$ cat src/rtl/lc3b_types.sv
// lc3b_types: shared memory-hierarchy types (cache line, L2 arbiter state and owner encodings)
package lc3b_types;
  typedef logic [127:0] lc3b_c_line;
  typedef enum logic [1:0] {
    S_IDLE    = 2'd0,
    S_GRANT_I = 2'd1,
    S_GRANT_D = 2'd2,
    S_RELEASE = 2'd3
  } l2_arb_state_t;
  typedef enum logic [1:0] {
    OWN_NONE = 2'b00,
    OWN_I    = 2'b01,
    OWN_D    = 2'b10
  } l2_arb_owner_t;
endpackage

$ cat src/rtl/l2_arb_pick.sv
// l2_arb_pick: I/D winner selection; D wins ties unless L2_ARB_ROUND_ROBIN_EN alternates them
module l2_arb_pick (
  input  logic i_act,
  input  logic d_act,
`ifdef L2_ARB_ROUND_ROBIN_EN
  input  logic last_d,
`endif
  output logic pick_d
);
`ifdef L2_ARB_ROUND_ROBIN_EN
  assign pick_d = d_act && (!i_act || !last_d);
`else
  assign pick_d = d_act;
`endif
endmodule

$ cat src/rtl/l2_mem_arbiter.sv
// l2_mem_arbiter: shares the L2 port between I/D miss paths; optional L2_ARB_ROUND_ROBIN_EN tie rotation
module l2_mem_arbiter
  import lc3b_types::*;
#(
  parameter int ADDR_W = 16,
  parameter int LINE_W = 128
) (
  input  logic              clk,
  input  logic              rst_n,
  input  logic              i_mem_read,
  input  logic              i_mem_write,
  input  logic [ADDR_W-1:0] i_mem_address,
  input  logic [LINE_W-1:0] i_mem_wdata,
  output logic              i_mem_resp,
  output logic [LINE_W-1:0] i_mem_rdata,
  input  logic              d_mem_read,
  input  logic              d_mem_write,
  input  logic [ADDR_W-1:0] d_mem_address,
  input  logic [LINE_W-1:0] d_mem_wdata,
  output logic              d_mem_resp,
  output logic [LINE_W-1:0] d_mem_rdata,
  output logic              l2_mem_read,
  output logic              l2_mem_write,
  output logic [ADDR_W-1:0] l2_mem_address,
  output logic [LINE_W-1:0] l2_mem_wdata,
  input  logic              l2_mem_resp,
  input  logic [LINE_W-1:0] l2_mem_rdata,
  output logic [1:0]        owner
);
  l2_arb_state_t state, state_n;
  logic              op_wr;
  logic [ADDR_W-1:0] addr_q;
  logic [LINE_W-1:0] wdata_q;
  logic              i_act, d_act, pick_d, take;
  l2_arb_owner_t     own;
  assign i_act = i_mem_read || i_mem_write;
  assign d_act = d_mem_read || d_mem_write;
  assign take  = (state == S_IDLE) && (i_act || d_act);
`ifdef L2_ARB_ROUND_ROBIN_EN
  logic last_d;
`endif
  l2_arb_pick u_pick (
    .i_act  (i_act),
    .d_act  (d_act),
`ifdef L2_ARB_ROUND_ROBIN_EN
    .last_d (last_d),
`endif
    .pick_d (pick_d)
  );
  // state register; reset abandons any in-flight L2 transaction
  always_ff @(posedge clk or negedge rst_n) begin
    if (!rst_n) state <= S_IDLE;
    else state <= state_n;
  end
  // capture the winner's transaction once, so it stays stable for the whole grant
  always_ff @(posedge clk or negedge rst_n) begin
    if (!rst_n) begin
      op_wr   <= 1'b0;
      addr_q  <= '0;
      wdata_q <= '0;
    end else if (take) begin
      op_wr   <= pick_d ? d_mem_write : i_mem_write;
      addr_q  <= pick_d ? d_mem_address : i_mem_address;
      wdata_q <= pick_d ? d_mem_wdata : i_mem_wdata;
    end
  end
`ifdef L2_ARB_ROUND_ROBIN_EN
  // remember who completed last so the next tie goes to the other side (reset: I)
  always_ff @(posedge clk or negedge rst_n) begin
    if (!rst_n) last_d <= 1'b0;
    else if (l2_mem_resp && (state == S_GRANT_I || state == S_GRANT_D)) last_d <= (state == S_GRANT_D);
  end
`endif
  // next state and L2/requester outputs; everything is gated by the grant so RELEASE and IDLE drive zeros
  always_comb begin
    state_n        = state;
    own            = OWN_NONE;
    l2_mem_read    = 1'b0;
    l2_mem_write   = 1'b0;
    l2_mem_address = '0;
    l2_mem_wdata   = '0;
    unique case (state)
      S_IDLE:    state_n = take ? (pick_d ? S_GRANT_D : S_GRANT_I) : S_IDLE;
      S_GRANT_I: state_n = l2_mem_resp ? S_RELEASE : S_GRANT_I;
      S_GRANT_D: state_n = l2_mem_resp ? S_RELEASE : S_GRANT_D;
      default:   state_n = S_IDLE;
    endcase
    own = (state == S_GRANT_I) ? OWN_I : (state == S_GRANT_D) ? OWN_D : OWN_NONE;
    if (own != OWN_NONE) begin
      l2_mem_read    = !op_wr;
      l2_mem_write   = op_wr;
      l2_mem_address = addr_q;
      l2_mem_wdata   = wdata_q;
    end
  end
  assign owner       = own;
  assign i_mem_resp  = l2_mem_resp && (state == S_GRANT_I);
  assign d_mem_resp  = l2_mem_resp && (state == S_GRANT_D);
  assign i_mem_rdata = (state == S_GRANT_I) ? l2_mem_rdata : '0;
  assign d_mem_rdata = (state == S_GRANT_D) ? l2_mem_rdata : '0;
endmodule

$ cat config.mk
export PLATFORM = sky130hd
export DESIGN_NAME = l2_mem_arbiter
export DESIGN_NICKNAME = d
export VERILOG_FILES = /design/src/rtl/lc3b_types.sv /design/src/rtl/l2_arb_pick.sv /design/src/rtl/l2_mem_arbiter.sv
export SDC_FILE = /design/constraint.sdc
export NUM_CORES = 1
export LEC_CHECK = 0
export BUFFER_PORTS_ARGS = -buffer_cell sky130_fd_sc_hd__buf_2
export CORE_AREA = 2 2 327 329
export DETAILED_ROUTE_END_ITERATION = 8
export DIE_AREA = 0 0 329 331
export PLACE_DENSITY = 0.35
export SLEW_MARGIN = 20
export SYNTH_ARGS = -nofsm -noshare
export SYNTH_HDL_FRONTEND = slang
export SYNTH_HIERARCHICAL = 1
export SYNTH_SLANG_ARGS = --single-unit
$ cat constraint.sdc
create_clock -name clk -period 2.1 [get_ports clk]
set_input_delay 0.42 -clock clk [delete_from_list [all_inputs] [get_ports clk]]
set_output_delay 0.42 -clock clk [all_outputs]
set_load 0.02 [all_outputs]
==> impl_metrics.json <==
{
  "reg2reg_from": "state[0]",
  "area_growth_pct": 83.0,
  "whs_ps": 268,
  "antenna_found_initial": 60,
  "rsz0062_at_grt": "yes",
  "core_area_um2": 105000,
  "drc_errors": 0,
  "violations": "negative setup slack",
  "drive_above_1_share_pct": 67.5,
  "cap_viol_max_count": 0,
  "vias_per_cell": 3.21,
  "port_buffers": 828,
  "grt_use_met1_pct": 13.0,
  "die-area_um2": 109000,
  "fmax_mhz": 427,
  "path_cells": "buf_4 > ha_4 > buf_12 > buf_4 > buf_4 > and2_1 > buf_4",
  "r2r_setup_slack_ps": 330,
  "synth_cells": 933,
  "htreeDepth": 4,
  "worstPathMaxFanout": 8,
  "cts_root_buffer": "clkbuf_16",
  "setup_viol": 404,
  "cts_buffers": 17,
  "grt_pass1_wl_um": 87600,
  "max_stage_delay_ps": 410,
  "fin_crit_sh_pct": 112,
  "via_count": 10300,
  "start_util_pct": 9.64,
  "hold_viol": 0,
  "p_total_mw": 29.0,
  "endpoint_kind": "output pin",
  "fin_setup_tns_ps": -62100,
  "wire_per_inst_um": 21.1,
  "nets": 2218,
  "syn_area_per_cell_um2": 10.8,
  "path_class": "reg -> out",
  "synth_nets": 1361,
  "status": "finished, violations left",
  "hpwl_um": 57600,
  "syn_area_um2": 10100,
  "top_usage_layer": "met2",
  "cp.arrival_ps": 1920,
  "grt_pass1_vias": 10500,
  "clock_sinks": 147,
  "slowest_stage": "dfrtp_1",
  "p_leak_nw": 9.06,
  "ir_drop_v": 0.000627,
  "instances_no_fill": 3207,
  "maxSlewHeadroom_pct": 63.2,
  "final_common_cell": "buf_2",
  "die_w_um": 329,
  "crit_end": "i_mem_rdata[65]",
  "r2r_cells": 6,
  "place.gp.congestion": 0.850,
  "grt_use_met2_pct": 22.4,
  "track_usage_pct": 11.8,
  "placed_cells": 3137,
  "hp-class": "in -> reg",
  "io_pins": 829,
  "tritoncts": "done",
  "reg2reg_to": "addr_q[13]",
  "wirelength_um": 67800,
  "first_pass_iters": 4,
  "finClkSkew_ps": 14.5,
  "clock_latency_ps": 490,
  "setup_ws_ps": -245,
  "critPathMostFrequentCell": "buf_4",
  "cts_buffer_depth": 2,
  "min_period_ps": 2340,
  "drt-initial-drc-count": 275,
  "clk_pin_slew_ps": 80,
  "path_delay_family": "buffers and inverters",
  "cp_num_cells": 7,
  "final_cell_mix": "607 x buf_2, 329 x and2_1, 180 x buf_4, 162 x mux2_2, 147 x dfrtp_1",
  "detail-route-antenna-nets": 0,
  "overflow": 0,
  "crit_start": "state[0]",
  "die_h_um": 331,
  "grt_start_max_net_pins": 47,
  "drv_slew": 0,
  "critPathLaunchType": "register",
  "crit_buf_inv": 5,
  "final_util_pct": 17.6,
  "ys_warn_count": 6,
  "worst_ep_required_time_ps": 1680,
  "power_density_nw_per_um2": 1570,
  "worst_pin_slew_ps": 552,
  "num_rows": 119,
  "grtUsageMet3_pct": 3.47
}
[worst register-to-register path, stage by stage (launching register included)]
cell     delay (ps)
dfrtp_1         410
inv_2           120
ha_4            150
o41a_2          230
buf_12          180
buf_4           230
mux2_1          340
[what timing repair did]
item,CTS,global route
setup endpoints to repair,405,405
endpoints found under the hold margin,33,0
hold buffers,1,0
buffers inserted,13,2
pin swaps,6,28
cloned,3,7
gates resized for setup,208,204
[power by group]
part | internal (mW) | switching [mW] | total [mW]
registers | 4.31 | 0.721 | 5.03
logic | 9.78 | 10.8 | 20.6
clock network | 1.81 | 1.57 | 3.38
[registers in the layout, summed over array words and instances, names as in the netlist]
signal	cells
addr_q	16
op_wr	1
state	2
wdata_q	128
[per-stage QoR]
stage	cell area, um^2	setup slack, ps
CTS	17800	-318
global route	18500	-363
detailed placement	16400	133
finish	18500	-245
floorplan	10100	130
global placement	16400	141
[how the worst min path moves through the flow]
stage / slack [ps] / depth (start not counted) / to / from
6_report: 270 / 3 / wdata_q[27] / i_mem_wdata[27]
5_1_grt: 230 / 3 / wdata_q[70] / d_mem_wdata[70]
4_1_cts: 200 / 3 / wdata_q[27] / i_mem_wdata[27]
3_5_place_dp: 420 / 1 / wdata_q[90] / rst_n
3_3_place_gp: 420 / 1 / wdata_q[90] / rst_n
2_1_floorplan: 120 / 0 / addr_q[0] / rst_n
[routing by layer]
metal	wire, um	part of all wire (%)
met2	36300	53
met4	1290	1.9
met5	51	0.075
met3	4860	7.2
met1	25400	37
[final cells by class]
type	instances	area [um^2]
tap	1391	1740
clock inverter	15	189
inverter	2	7.51
antenna	13	32.5
timing repair buffer	915	6190
clock buffer	17	425
sequential	147	3680
multi-input combinational	707	6240
fill	11900	86500
(Power assumes the default switching activity.)
